$ cat config.mk
export PLATFORM = sky130hd
export DESIGN_NAME = sha512_msg_feeder
export DESIGN_NICKNAME = d
export VERILOG_FILES = /design/src/rtl/sha512_msg_feeder_pkg.sv /design/src/rtl/sha512_pad_word.sv /design/src/rtl/sha512_msg_feeder.sv
export SDC_FILE = /design/constraint.sdc
export NUM_CORES = 2
export LEC_CHECK = 0
export ABC_AREA = 1
export CAP_MARGIN = 20
export CORE_AREA = 8 8 436 438
export CTS_CLUSTER_SIZE = 8
export DETAILED_ROUTE_END_ITERATION = 12
export DIE_AREA = 0 0 444 446
export GPL_ROUTABILITY_DRIVEN = 0
export GPL_TIMING_DRIVEN = 0
export PLACE_DENSITY_LB_ADDON = 0.15
export SLEW_MARGIN = 5
export SYNTH_ARGS = -nofsm -noshare
export SYNTH_HDL_FRONTEND = slang
export SYNTH_SLANG_ARGS = --single-unit
$ cat constraint.sdc
create_clock -name clk -period 34.6 [get_ports clk]
set_clock_uncertainty 0.1 [all_clocks]
set_input_delay 5.19 -clock clk [delete_from_list [all_inputs] [get_ports clk]]
set_output_delay 5.19 -clock clk [all_outputs]
set_load 0.02 [all_outputs]
$ cat src/rtl/sha512_msg_feeder_pkg.sv
// sha512_msg_feeder_pkg: shared constants and feeder state type for the SHA-512 message feeder
package sha512_msg_feeder_pkg;
  localparam int WORD_W = 64;
  localparam int BLK_WORDS = 16;
  localparam int LEN_W = 64;
  localparam int LEN_WORD_HI = 14;
  localparam logic [63:0] PAD_MARKER = 64'h8000_0000_0000_0000;
  localparam logic [15:0] MODE_224 = 16'd224;
  localparam logic [15:0] MODE_256 = 16'd256;
  localparam logic [15:0] MODE_512 = 16'd512;
  typedef enum logic [2:0] {IDLE, FILL, PAD, SEND, WAIT} state_t;
endpackage

$ cat src/rtl/sha512_pad_word.sv
// sha512_pad_word: keeps the first nbytes bytes of a big-endian word, inserts 0x80 after them and zeroes the rest
// Ports: data (message word), nbytes (valid bytes 0..8; 8 or more passes data through), word (padded word)
module sha512_pad_word
  import sha512_msg_feeder_pkg::*;
(
  input  logic [63:0] data,
  input  logic [3:0]  nbytes,
  output logic [63:0] word
);
  logic [5:0] sh;
  assign sh = {nbytes[2:0], 3'b000};
  assign word = nbytes[3] ? data : (data & ~({64{1'b1}} >> sh)) | (PAD_MARKER >> sh);
endmodule

$ cat src/rtl/sha512_msg_feeder.sv
// sha512_msg_feeder: pads a 64-bit word message stream into 1024-bit SHA-512 blocks and hands them to the core one at a time
// Ports: clk/rst (async active-high); msg_* word stream in (valid/ready/data/last/bytes/mode);
//        blk_* block out (sync/ready/data/init/mode); core_done pulse from core; busy while a message is in progress
module sha512_msg_feeder
  import sha512_msg_feeder_pkg::*;
(
  input  logic          clk,
  input  logic          rst,
  input  logic          msg_valid,
  output logic          msg_ready,
  input  logic [63:0]   msg_data,
  input  logic          msg_last,
  input  logic [3:0]    msg_bytes,
  input  logic [15:0]   msg_mode,
  output logic          blk_sync,
  input  logic          blk_ready,
  output logic [1023:0] blk_data,
  output logic          blk_init,
  output logic [15:0]   blk_mode,
  input  logic          core_done,
  output logic          busy
);
  state_t state, state_n;
  logic [WORD_W-1:0] words [BLK_WORDS];
  logic [4:0] idx;
  logic [LEN_W-1:0] byte_cnt;
  logic first_blk, marker_pend, msg_done, len_done;
  logic [63:0] pad_out;
  logic accept, blk_acc;
  sha512_pad_word u_pad (.data(msg_data), .nbytes(msg_bytes), .word(pad_out));
  assign accept = msg_valid && msg_ready;
  assign blk_acc = blk_sync && blk_ready;
  assign blk_init = first_blk;
  for (genvar g = 0; g < BLK_WORDS; g++) begin : g_pack
    assign blk_data[1023-64*g -: 64] = words[g];
  end
  always_comb begin
    msg_ready = !rst && (state == IDLE || state == FILL);
    blk_sync = state == SEND;
    busy = state != IDLE;
    state_n = state;
    case (state)
      IDLE, FILL: if (accept) state_n = msg_last ? PAD : (state == FILL && idx == 5'd15) ? SEND : FILL;
      // the length goes in once the marker is placed and slot 14 is reached; idx 16 means the block is full
      PAD: if (idx == 5'd16 || (idx == 5'(LEN_WORD_HI) && !marker_pend)) state_n = SEND;
      SEND: if (blk_acc) state_n = WAIT;
      WAIT: if (core_done) state_n = len_done ? IDLE : msg_done ? PAD : FILL;
      default: state_n = IDLE;
    endcase
  end
  always_ff @(posedge clk or posedge rst) begin
    if (rst) begin
      state <= IDLE;
      idx <= '0;
      byte_cnt <= '0;
      first_blk <= 1'b0;
      marker_pend <= 1'b0;
      msg_done <= 1'b0;
      len_done <= 1'b0;
      blk_mode <= '0;
      for (int i = 0; i < BLK_WORDS; i++) words[i] <= '0;
    end else begin
      state <= state_n;
      if (accept) begin
        words[idx[3:0]] <= msg_last ? pad_out : msg_data;
        idx <= (state == IDLE) ? 5'd1 : idx + 5'd1;
        byte_cnt <= ((state == IDLE) ? '0 : byte_cnt) + (msg_last ? LEN_W'(msg_bytes) : LEN_W'(8));
        // a full final word leaves the marker for the next free slot, possibly in the next block
        marker_pend <= msg_last && msg_bytes >= 4'd8;
        msg_done <= msg_last;
        if (state == IDLE) begin
          blk_mode <= msg_mode;
          first_blk <= 1'b1;
          len_done <= 1'b0;
        end
      end
      if (state == PAD && idx != 5'd16) begin
        if (idx == 5'(LEN_WORD_HI) && !marker_pend) begin
          words[LEN_WORD_HI] <= '0;
          words[LEN_WORD_HI+1] <= byte_cnt << 3;
          len_done <= 1'b1;
        end else begin
          words[idx[3:0]] <= marker_pend ? PAD_MARKER : '0;
          marker_pend <= 1'b0;
          idx <= idx + 5'd1;
        end
      end
      if (blk_acc) first_blk <= 1'b0;
      if (state == WAIT && core_done) idx <= '0;
    end
  end
endmodule

==> results.json <==
{
  "instances_no_fill": 8433,
  "p_leak_nw": 27.5,
  "grt_pass1_vias": 42574,
  "internal_power_mw": 3.73,
  "cp.arrival_ns": 7.96,
  "synth_top_area_share_pct": 61.3,
  "drive_gt1_share_pct": 9.02,
  "clk_pin_slew_ns": 0.05,
  "vias": 43257,
  "p_sw_mw": 2.51,
  "ant_nets": 0,
  "synth_area_leaders": "dfrtp_1 (61%), a211oi_1 (6.5%), a21oi_1 (6.2%)",
  "cts_tree": "done",
  "max_stage_delay_ns": 0.70,
  "yosys.area.top_type": "dfrtp_1",
  "dp_hpwl_mm": 224,
  "cts_max_path_buffers": 3,
  "fillers": 18862,
  "root_buffer": "clkbuf_16",
  "path_max_fanout": 35,
  "slew_headroom_pct": 20.2,
  "endpoint_kind": "output port",
  "cpMostUsedCell": "buf_12",
  "finalSetupViolCount": 0,
  "synthArstFlopShare_pct": 100,
  "crit_chain": "clkdlybuf4s50_1 -> clkinvlp_4 -> buf_12 -> buf_12 -> buf_12 -> buf_12 -> nand2_1 -> inv_1 -> clkdlybuf4s50_1",
  "seq_power_share_pct": 33.5,
  "placeableCoreArea_um2": 184000,
  "grt_pass1_wl_mm": 381,
  "die-area_um2": 198000,
  "cts_buffers": 159,
  "fp-row-count": 158,
  "holdWs_ns": 0.402,
  "fin_crit_sh_pct": 38.3,
  "fin_nets": 6088,
  "yosysSeqAreaShare_pct": 61.3,
  "post_cts_resized": 0,
  "worst_pin_slew_ns": 1.20,
  "die_h_um": 446,
  "die_x_um": 444,
  "fmax_ghz": 0.0755,
  "route.detailed.drc": 0,
  "antenna_found_initial": 31,
  "netlist_area_um2": 45400,
  "fin_crit_ns": 13.25,
  "postCtsSetupBuffers": 0,
  "hold_class": "reg -> reg",
  "path_class": "in -> out",
  "dp_cells": 8227,
  "gr-total-overflow": 0,
  "synth_cells": 4639,
  "fin_util_pct": 35.6,
  "first_pass_iters": 6,
  "report.power.total_mw": 6.24,
  "pwr-share-comb_pct": 43.1,
  "power_frac_clock_pct": 23.4,
  "track_usage_pct": 27.7,
  "holdCritStartpoint": "blk_mode[4]",
  "cp-start-kind": "input pin",
  "irDropWorstVdd_mv": 0.0410,
  "initial_utilization_pct": 24.7,
  "ys.warnings.count": 0,
  "critPathBufInv": 8,
  "p_sw_share_pct": 40.2,
  "critPathRequiredTime_ns": 29.31,
  "powerDensity_nw_per_um2": 95.6,
  "yosys.cell_types.count": 46,
  "r2r_start": "idx[0]",
  "drt_iter0_drc": 4263,
  "rsz0062_at_grt": "false",
  "worst_slack_ns": 21.35,
  "cp_slowest_cell": "clkdlybuf4s50_1",
  "path_delay_family": "buffers and inverters",
  "slew_viol_final": 0,
  "synth_fp_nets": 4739,
  "syn_avg_cell_area_um2": 9.79,
  "finalHoldViolCount": 0,
  "wl_mm": 285,
  "area_delta_synth_final_pct": 43.8,
  "outcome": "finished, final reports clean",
  "port_buffers": 1133,
  "cap_violations": 0,
  "postCtsHoldBufs": 0,
  "synth-edff-count": 0,
  "crit_path_start": "rst",
  "grt_max_degree": 40,
  "cts_sinks": 1113,
  "avgRoutedWirePerCell_um": 33.8,
  "pre_cts_ws_ns": 21.31,
  "synth.most_common_cell": "dfrtp_1",
  "htree_levels": 4,
  "ios": 1134,
  "clkLatencyLatePin_ns": 0.80,
  "synth_ff_type": "dfrtp_1",
  "r2r_slack_ns": 30.79,
  "netlist_top_cells_count": "dfrtp_1 (1,113), nor2_1 (583), a21oi_1 (560), o21ai_0 (553), nand2_1 (526)",
  "ys_ff_latch": 1113,
  "via_per_inst": 5.13
}
## layout by cell type (no fill, tap or decap), drive strengths merged, types with 2 or more instances in the layout
cell           Yosys  routed
diode              0      21
o22ai              6       6
and2               2       2
ha                 9       9
nor2             608     608
clkinv            10      16
nand3            154     154
buf              210     265
nor3              14      14
dfrtp           1113    1113
a21oi            560     560
o21ai            559     559
nand2            537     537
o21bai             5       5
a221oi            12      12
clkdlybuf4s50      0    1133
a211oi           393     393
xor2              19      19
inv              158     162
mux2              16      16
and3               3       3
nand4             24      24
xnor2             16      16
or2                3       3
clkbuf           190     364
o211ai            10      10
a21boi             2       2
## layer usage
metal	up-vias	track usage [%]	share of wire (%)
li1	18571	-	-
met1	22178	34.8	40
met2	2010	43.9	46
met3	486	7.28	7.8
met4	12	14.0	6.0
met5	-	0	0.028
## path summary, 6_finish.rpt
| check | depth (start not counted) | end |
|---|---|---|
| worst min-delay path | 1 | blk_mode[4] |
| worst max-delay path | 9 | msg_ready |
| worst max register to register | 11 | blk_data[437] |
| max in group asynchronous | 10 | blk_data[510] |
| worst min register to register | 1 | blk_mode[4] |
| min in group asynchronous | 2 | blk_data[304] |
## power groups by stage
stage	clock, mW	combinational (mW)	sequential (mW)
floorplan	0	0.619	2.61
global placement	0	2.68	2.11
detailed placement	0	2.70	2.10
CTS	1.48	2.71	2.08
global route	1.53	2.82	2.14
finish	1.46	2.69	2.09
## layout make-up
class | instances | area [um^2] | area share (%)
Antenna cell | 21 | 52.6 | 0.0805
Buffer | 400 | 1900 | 2.91
Clock buffer | 174 | 4180 | 6.40
Clock inverter | 11 | 169 | 0.259
Inverter | 168 | 634 | 0.972
Multi-Input combinational cell | 2958 | 15100 | 23.1
Sequential cell | 1113 | 27900 | 42.7
Tap cell | 2400 | 3000 | 4.60
Timing Repair Buffer | 1188 | 12400 | 19.0
## sequential cells by signal (all words and copies together) (netlist names)
register / count
msg_done: 1
blk_data: 1024
blk_init: 1
byte_cnt: 61
idx: 5
marker_pend: 1
blk_mode: 16
len_done: 1
state: 3
## logic make-up (layout without fill, tap and decap cells)
| family | after synthesis | count (layout) | synth area share [%] |
|---|---|---|---|
| muxes | 16 | 16 | 0.397 |
| other | 0 | 21 | 0 |
| and+or+nand+nor | 1347 | 1347 | 12.3 |
| buffers and inverters | 568 | 1941 | 5.56 |
| AOI/OAI and AO/OA | 1550 | 1550 | 19.5 |
| DFF | 1113 | 1113 | 61.3 |
| adders and majority gates | 10 | 10 | 0.292 |
| xor gates and xnor gates | 35 | 35 | 0.675 |
## per-stage QoR
stage	setup TNS (ns)	area (um^2)
after global placement	-2364.40	59800
final	0	65300
after floorplan	0	45400
after CTS	0	65200
after global routing	0	65200
after detailed placement	0	60900
Note: power is estimated with default switching activity, not from simulation.
